<file path="config.mk">
export PLATFORM = sky130hd
export DESIGN_NAME = weight_buffer_loader_flat
export DESIGN_NICKNAME = d
export VERILOG_FILES = /design/src/rtl/weight_buffer_loader_pkg.sv /design/src/rtl/weight_buffer_loader_if.sv /design/src/rtl/weight_buffer_loader.sv /design/src/flat_wrapper.sv
export SDC_FILE = /design/constraint.sdc
export NUM_CORES = 1
export LEC_CHECK = 0
export BUFFER_PORTS_ARGS = -buffer_cell sky130_fd_sc_hd__buf_2
export CORE_AREA = 3 3 233 235
export CTS_CLUSTER_SIZE = 10
export DETAILED_ROUTE_END_ITERATION = 16
export DIE_AREA = 0 0 236 238
export PLACE_DENSITY = 0.47
export SLEW_MARGIN = 20
export SYNTH_ARGS = -nofsm -noshare
export SYNTH_HDL_FRONTEND = slang
export SYNTH_SLANG_ARGS = --single-unit
</file>
<file path="constraint.sdc">
create_clock -name clk -period 2.7 [get_ports clk]
set_input_delay 0.135 -clock clk [delete_from_list [all_inputs] [get_ports clk]]
set_output_delay 0.135 -clock clk [all_outputs]
set_load 0.01 [all_outputs]
</file>
<file path="src/rtl/weight_buffer_loader_pkg.sv">
// Shared constants and types for the weight buffer write-side loader.
//   - Buffer geometry (row address width, bank width, DDR beat width, bank count)
//   - LANES  : banks written by a single DDR beat
//   - GROUPS : beats needed to fill one buffer row
//   - GRP_W  : width of the group counter
//   - state_t: loader FSM encoding
//   - LANE_MASK: all-ones enable pattern for one lane group
package weight_loader_pkg;

  localparam int ADDR_LEN     = 16;
  localparam int DATA_LEN     = 64;
  localparam int DDR_DATA_LEN = 256;
  localparam int BUFFER_NUM   = 32;

  localparam int LANES  = DDR_DATA_LEN / DATA_LEN;
  localparam int GROUPS = BUFFER_NUM / LANES;
  localparam int GRP_W  = $clog2(GROUPS);

  typedef enum logic [1:0] {
    IDLE = 2'd0,
    LOAD = 2'd1,
    DONE = 2'd2
  } state_t;

  localparam logic [LANES-1:0] LANE_MASK = '1;

endpackage

</file>
<file path="src/rtl/weight_buffer_loader_if.sv">
// DDR beat stream between the read DMA and the weight buffer loader.
//   ddr_data  : one DDR beat
//   ddr_valid : beat present (driven by the DMA side)
//   ddr_ready : loader consumes the beat this cycle
// master = DMA side (produces beats), slave = loader side (consumes beats).
interface weight_buffer_loader_if;
  import weight_loader_pkg::*;

  logic [DDR_DATA_LEN-1:0] ddr_data;
  logic                    ddr_valid;
  logic                    ddr_ready;

  modport master (output ddr_data, output ddr_valid, input  ddr_ready);
  modport slave  (input  ddr_data, input  ddr_valid, output ddr_ready);

endinterface

</file>
<file path="src/rtl/weight_buffer_loader.sv">
// Weight buffer loader: turns a stream of DDR beats into buffer writes.
// Each accepted beat is written to one lane group (LANES banks) of the
// current row; after GROUPS beats the row address advances by one.
// Ports:
//   clk, rst_n      : clock, asynchronous active-low reset
//   cfg_start       : one-cycle start pulse, honoured only when idle
//   cfg_addr        : first row address of the load
//   cfg_rows        : number of rows to load (0 completes immediately)
//   ddr             : DDR beat stream (slave side)
//   data_wr         : buffer write data (replicated to every lane group)
//   wr_addr         : buffer write row address
//   wr_en           : per-bank write enables, one lane group at a time
//   busy            : load in progress
//   done            : one-cycle completion pulse, aligned with last write
module weight_buffer_loader
  import weight_loader_pkg::*;
(
  input  logic                    clk,
  input  logic                    rst_n,
  input  logic                    cfg_start,
  input  logic [ADDR_LEN-1:0]     cfg_addr,
  input  logic [ADDR_LEN-1:0]     cfg_rows,
  weight_buffer_loader_if.slave   ddr,
  output logic [DDR_DATA_LEN-1:0] data_wr,
  output logic [ADDR_LEN-1:0]     wr_addr,
  output logic [BUFFER_NUM-1:0]   wr_en,
  output logic                    busy,
  output logic                    done
);

  state_t                state;
  logic [ADDR_LEN-1:0]   row_addr;
  logic [ADDR_LEN-1:0]   rows_left;
  logic [GRP_W-1:0]      grp;
  logic                  accept;
  logic [BUFFER_NUM-1:0] grp_en;

  assign ddr.ddr_ready = (state == LOAD);
  assign accept        = ddr.ddr_valid && (state == LOAD);
  assign busy          = (state != IDLE);
  assign done          = (state == DONE);

  // Bank b sits at bit b; a beat targets banks grp*LANES .. grp*LANES+LANES-1.
  assign grp_en = {{(BUFFER_NUM-LANES){1'b0}}, LANE_MASK} << (int'(grp) * LANES);

  // Stage boundary: accepted beat -> registered buffer write port (1-cycle latency)
  always_ff @(posedge clk or negedge rst_n) begin
    if (!rst_n) begin
      state     <= IDLE;
      row_addr  <= '0;
      rows_left <= '0;
      grp       <= '0;
      data_wr   <= '0;
      wr_addr   <= '0;
      wr_en     <= '0;
    end else begin
      wr_en <= '0;
      case (state)
        IDLE: begin
          if (cfg_start) begin
            row_addr  <= cfg_addr;
            rows_left <= cfg_rows;
            grp       <= '0;
            state     <= (cfg_rows != '0) ? LOAD : DONE;
          end
        end
        LOAD: begin
          if (accept) begin
            data_wr <= ddr.ddr_data;
            wr_addr <= row_addr;
            wr_en   <= grp_en;
            if (grp == GRP_W'(GROUPS - 1)) begin
              grp       <= '0;
              row_addr  <= row_addr + ADDR_LEN'(1);
              rows_left <= rows_left - ADDR_LEN'(1);
              // Last group of the last row: the write lands together with done.
              if (rows_left == ADDR_LEN'(1)) state <= DONE;
            end else begin
              grp <= grp + GRP_W'(1);
            end
          end
        end
        DONE:    state <= IDLE;
        default: state <= IDLE;
      endcase
    end
  end

endmodule

</file>
<file path="src/flat_wrapper.sv">
// flat-port wrapper written by rule: the top's interface ports become plain ports
module weight_buffer_loader_flat import weight_loader_pkg::*;
  (clk, rst_n, cfg_start, cfg_addr, cfg_rows, data_wr, wr_addr, wr_en, busy, done, ddr_ddr_data, ddr_ddr_valid, ddr_ddr_ready);
  weight_buffer_loader_if ddr_i ();
  input  logic clk;
  input  logic rst_n;
  input  logic cfg_start;
  input  logic [ADDR_LEN-1:0] cfg_addr;
  input  logic [ADDR_LEN-1:0] cfg_rows;
  output logic [DDR_DATA_LEN-1:0] data_wr;
  output logic [ADDR_LEN-1:0] wr_addr;
  output logic [BUFFER_NUM-1:0] wr_en;
  output logic busy;
  output logic done;
  input wire logic [$bits(ddr_i.ddr_data)-1:0] ddr_ddr_data;
  input wire logic [$bits(ddr_i.ddr_valid)-1:0] ddr_ddr_valid;
  output wire logic [$bits(ddr_i.ddr_ready)-1:0] ddr_ddr_ready;
  assign ddr_i.ddr_data = ddr_ddr_data;
  assign ddr_i.ddr_valid = ddr_ddr_valid;
  assign ddr_ddr_ready = ddr_i.ddr_ready;
  weight_buffer_loader u_core (.clk(clk), .rst_n(rst_n), .cfg_start(cfg_start), .cfg_addr(cfg_addr), .cfg_rows(cfg_rows), .ddr(ddr_i), .data_wr(data_wr), .wr_addr(wr_addr), .wr_en(wr_en), .busy(busy), .done(done));
endmodule
</file>
==> run metrics, run 1 <==
outcome complete, no violations; Ys Warns 0; Synth area leaders dfrtp_1 (61%), nand2_1 (24%), buf_4 (3.0%); sequential cell area 0.00793 mm2; final setup fails 0; Worst setup SP type register; DR WL/cell 15.5 um; worst path required time 2.57 ns; share of cells above drive strength 1 between 20% and 30%; GR Util All Layers 16.0%; CTS Hold Buffers Added around 290; post-route minimum period 2.24 ns; register area share after synthesis 60.6%; Post-synth EDFFs 0; drt drc 0; Setup Fix Bufs, Post-CTS 0; Tightest Pin Transition 0.972 ns; VDD IR-drop max 0.389 mV; Final GP Congestion 0.795; total chip power 13.3 mW; clock skew 0.0123 ns; Core Area ~0.052 mm2; Final HPWL DP 32,700 um; CTS buffer count 40; die footprint approximately 0.056 mm2; Mapped Area 0.0131 mm2; fillcell total between 5,000 and 6,000; Post-CTS Resized 0; Reg clk slew, reported paths 0.05 ns; Synth top cells by count nand2_1 (834), dfrtp_1 (317), buf_4 (52); Final Slew Violations 0; first-pass GRT wire length around 73,000 um; worst-path fanout max 58; endpoints failing hold 0; Synth Area per Inst 8.91 um2; maximum clock frequency 446 MHz; Syn-to-layout area delta 58.3%; RSZ-0062 raised after global routing false; Routed Antenna Nets 0; starting density of the core 25.0%; setup TNS 0 ns; Mapped Nets 1,772; Ports ~600; # clock sinks 317; Cell variety after synth 51; cell area power density around 640 mW/mm2; FF+latch count, synth approximately 320; Port-buffer cells 598; Nets 2,619; Yosys top cell area share 60.6%; Longest Clk Path Bufs 3; Initial DRT Pass Iterations 5; Tcrit/Tclk final approximately 83%; Synth Flop Type dfrtp_1; gr ovfl total 0; CTS tree yes; Reg2Reg Setup Slack 0.56 ns; Rows 84; Post-Syn Instances ~1,500; Worst Setup End Kind primary output; FFs w/ async S/R, synth 100%; ANT cells 0; die width 236 um; largest net degree at the start of global routing 111; kind of critical path reg -> out; Multi-input gate area ~0.0045 mm2; vias in the first global route 13,127; initial detailed-routing violation count 623; worst skew pair latency 0.54 ns; Synth area leader dfrtp_1; H-tree levels 2; Die Height approximately 240 um; Pleak 11.2 nW; antenna violations before repair 0; vias per std cell 4.24; relative slew slack 35.2%; final wirelength approximately 47,000 um; CP arrival 2.11 ns; MaxCap Viol Count 0; CTS root buf clkbuf_16; most frequent cell after synthesis nand2_1; Vias roughly 13,000; HP Class in -> reg
sequential cells by signal, indices dropped and copies added (netlist names):
name,flops
u_core.rows_left,16
u_core.wr_addr,16
u_core.state,2
u_core.data_wr,256
u_core.wr_en,8
u_core.grp,3
u_core.row_addr,16
report_power, final:
group	switching, mW	internal, mW	leakage, nW
Clock	1.98	2.92	0.575
Combinational	1.45	1.20	6.78
Sequential	0.405	5.31	3.89
Total	3.84	9.43	11.2
through the flow:
step / util, % / instance area [um2] / cells / hold slack, ns / worst slack, ns
after floorplan: - / 13100 / 1471 / -0.161 / 1.04
after global placement: 31.8 / 16700 / 2677 / 0.116 / 0.568
after detailed placement: 31.8 / 16700 / 2677 / 0.108 / 0.520
after CTS: 39.5 / 20700 / 3023 / 0.00425 / 0.423
after global routing: 39.5 / 20700 / 3023 / 0.0491 / 0.281
final: 39.5 / 20700 / 3023 / 0.0529 / 0.455
worst max-delay path, cell delays in order (launching register included):
cell and delay (ns):
dfrtp_1 0.60, nand2b_4 0.08, inv_2 0.14, buf_4 0.49
buf_2 0.23
cell families (layout without fill, tap and decap cells):
kind of cell | Yosys count | after routing | share of synthesized area (%)
buf+inv | 117 | 981 | 5.34
simple gates | 926 | 926 | 28.3
compound gates | 102 | 102 | 4.93
fa+ha+maj | 9 | 9 | 0.860
flops | 317 | 317 | 60.6
placed cells by master, fill, tap and decap left out, types with 9 or more instances in the layout:
master           n
dlygate4sd3_1  287
clkbuf_16       41
nand4_1         12
buf_4           13
nand2_1        833
nor2_1          17
ha_1             9
buf_2          597
nand3_1         13
o21ai_0         27
buf_12          14
and3_1          12
dfrtp_1        317
a21oi_1         28
inv_1            9
a2bb2oi_1       14
o22ai_1         12
per-layer routing:
layer	track usage [%]	part of all wire, %	wire, um
met1	19.5	41	19200
met5	0	0	0
met3	4.26	6.7	3120
met4	5.64	3.5	1620
met2	27.4	49	22800
final timing paths:
| check | from | end | cells past startpoint |
|---|---|---|---|
| min in group asynchronous | rst_n | u_core.data_wr[157]$_DFFE_PN0P_ | 2 |
| max reg2reg | u_core.state[0]$_DFFE_PN0P_ | u_core.rows_left[2]$_DFFE_PN0P_ | 4 |
| max | u_core.state[0]$_DFFE_PN0P_ | ddr_ddr_ready | 4 |
| min reg2reg | u_core.data_wr[234]$_DFFE_PN0P_ | u_core.data_wr[234]$_DFFE_PN0P_ | 2 |
| max in group asynchronous | rst_n | u_core.data_wr[31]$_DFFE_PN0P_ | 3 |
| min | cfg_rows[15] | u_core.rows_left[15]$_DFFE_PN0P_ | 4 |
layout make-up:
class	instances	share of cell area, %
clock buffer	52	5.29
multi-input combinational	1037	21.6
sequential	317	38.3
clock inverter	7	0.344
timing repair buffer	912	30.2
inverter	10	0.181
tap	688	4.15
Power figures use the tool's default switching activity.
==> run 2: changes to the inputs <==
Settings changed: CORE_AREA 3 3 233 235 to 3 3 232 234, DIE_AREA 0 0 236 238 to 0 0 235 237, PLACE_DENSITY 0.47 to 0.49.
Clock period 2.7 ns to 1.87 ns, I/O delays scaled along.
==> run 2 against run 1 <==
Register-to-register slack worse by 0.47 ns. Via count is 2.7% higher. Sequential share of layout area is 0.55 points lower. Core utilization is 0.73 points higher. Routed wire length is 2.9% higher. Sequential power is 44% higher. Cell count is 1.1% higher. Non-clock buffer count is 34 higher. Critical path depth stayed put. Die area is 0.84% lower.
==> run metrics, run 2 (synthesis results as in run 1) <==
clock skew 0.0160 ns (was 0.0123 ns); gr ovfl total 0 (unchanged); Rows 84 (unchanged); first-pass GRT wire length 75,000 um (was 72,900 um); Die Height 237 um (was 238 um); drt drc 0 (unchanged); worst min-delay path startpoint cfg_addr[2] (was cfg_rows[15]); MaxCap Viol Count 0 (unchanged); Routed Antenna Nets 0 (unchanged); met2 wire len 23,700 um (was 22,800 um); CTS buffer count 39 (was 40); Vias 13,169 (was 12,824); highest metal used met4 (unchanged); most frequent cells in the layout nand2_1 (833), buf_2 (597), dfrtp_1 (317) (unchanged); HP Class in -> reg (unchanged); CP startpoint u_core.state[0]$_DFFE_PN0P_ (unchanged); max incr delay on CP 0.47 ns (was 0.60 ns); Hold WS 0.0332 ns (was 0.0529 ns); Setup Fix Bufs, Post-CTS 0 (unchanged); final wirelength 48,100 um (was 46,800 um); reg-to-reg startpoint u_core.grp[0]$_DFFE_PN0P_ (was u_core.state[0]$_DFFE_PN0P_); Tcrit/Tclk final 95.0%; Final Slew Violations 0 (unchanged); pre-CTS setup slack 0.105 ns (was 0.520 ns); starting density of the core 25.1% (was 25.0%); endpoints failing hold 0 (unchanged); final instance area 0.0210 mm2 (was 0.0207 mm2); initial detailed-routing violation count 752 (was 623); worst path required time 1.78 ns (was 2.57 ns); Port-buffer cells 598 (unchanged); worst-path fanout max 62 (was 58); Final HPWL DP 34,100 um (was 32,700 um); Max stage delay cell, worst path dfrtp_1 (unchanged); CTS root buf clkbuf_16 (unchanged); total chip power 19.2 mW (was 13.3 mW); relative slew slack 61.6% (was 35.2%); Tightest Pin Transition 0.576 ns (was 0.972 ns); kind of critical path reg -> out (unchanged); max reg flops 256 (unchanged); Initial DRT Pass Iterations 5 (unchanged); final worst slack 0.0943 ns (was 0.455 ns); Longest Clk Path Bufs 3 (unchanged); placed cell area 0.0170 mm2 (was 0.0167 mm2); Final GP Congestion 0.823 (was 0.795); post-route minimum period 1.78 ns; antenna violations before repair 3 (was 0); Biggest register u_core.data_wr (unchanged); CTS tree yes (unchanged); vias per std cell 4.31 (was 4.24); commonest non-fill, non-tap cell in the layout nand2_1 (unchanged); H-tree levels 2 (unchanged); Layout Utilization 40.3% (was 39.5%); dpl cells 2,709 (was 2,677); GR Util All Layers 16.6% (was 16.0%); DR WL/cell 15.8 um (was 15.5 um); die width 235 um (was 236 um); fin cells 3,055 (was 3,023); final setup fails 0 (unchanged); setup TNS 0 ns (unchanged); Worst Setup End Kind primary output (unchanged); Ports 599 (unchanged); Reg clk slew, reported paths 0.06 ns (was 0.05 ns); delay-heaviest family, CP buffers and inverters (unchanged); WP buf/inv 3 (unchanged); vias in the first global route 13,511 (was 13,127); RSZ-0062 raised after global routing false (unchanged); CP Cell Sequence nand2b_4 > inv_2 > buf_12 > buf_2 (was nand2b_4 > inv_2 > buf_4 > buf_2); Pleak 11.4 nW (was 11.2 nW); Nets 2,652 (was 2,619); share of cells above drive strength 1 30.3% (was 29.5%); Worst setup SP type register (unchanged); CP arrival 1.68 ns (was 2.11 ns); outcome complete, no violations (unchanged); Reg2Reg Setup Slack 0.09 ns (was 0.56 ns); # clock sinks 317 (unchanged); Core Area 0.0522 mm2 (was 0.0524 mm2); Syn-to-layout area delta 60.5% (was 58.3%); worst skew pair latency 0.53 ns (was 0.54 ns); die footprint 0.0557 mm2 (was 0.0562 mm2); Met3 Wirelength 2650 um (was 3120 um); WL met1 19,700 um (was 19,200 um); VDD IR-drop max 0.526 mV (was 0.389 mV); largest net degree at the start of global routing 63 (was 111); maximum clock frequency 563 MHz; cell area power density 911 mW/mm2 (was 640 mW/mm2)
-- run 2: cell types whose count changed in the layout (fill, tap and decap cells not counted), sizes merged --
cell         before  now
diode             0    3
dlygate4sd3     287  289
buf             625  657
clkinvlp          0    1
bufinv            1    0
clkinv            4    1
inv              12   10
-- run 2: path summary, 6_finish.rpt --
| check | to | cells past startpoint |
|---|---|---|
| max | ddr_ddr_ready | 4 |
| min | u_core.row_addr[2]$_DFFE_PN0P_ | 4 |
| max reg2reg | u_core.rows_left[8]$_DFFE_PN0P_ | 7 |
| min reg2reg | u_core.data_wr[104]$_DFFE_PN0P_ | 2 |
| max in group asynchronous | u_core.data_wr[90]$_DFFE_PN0P_ | 3 |
| min in group asynchronous | u_core.data_wr[175]$_DFFE_PN0P_ | 2 |
-- run 2: repair_timing --
action | 4_1_cts | 5_1_grt
hold endpoints to repair | 408 | 0
hold buffers | 289 | 0
setup endpoints to repair | 0 | 1
gates resized for setup | 0 | 1
-- run 2: area by class of cell --
type / instances / area [um2]
inverters: 10 / 37.5
multi-input cells: 1037 / 4480
flip-flops and latches: 317 / 7930
well taps: 688 / 861
fillers: 5143 / 31200
diodes: 3 / 7.51
repair buffers: 946 / 6590
clock buffers: 52 / 1110
clock inverters: 2 / 12.5
-- run 2: layer usage --
metal  vias up  track usage [%]
met5         -                0
met4         0             7.33
met3       121             3.75
met2       427             28.5
met1      6249             20.0
li1       6372                -
-- run 2: report_power, final --
part / internal, mW / switching [mW]
sequential: 7.67 / 0.581
combinational: 1.88 / 2.18
clock: 4.07 / 2.78
total: 13.6 / 5.55
-- run 2: worst register-to-register path, delay by kind of cell (launching register included) --
family                     cells  cell delay (ns)
DFF                            1             0.40
AOI/OAI and AO/OA              3             0.47
buffers and inverters          1             0.20
adders and majority gates      2             0.46
and+or+nand+nor                1             0.13
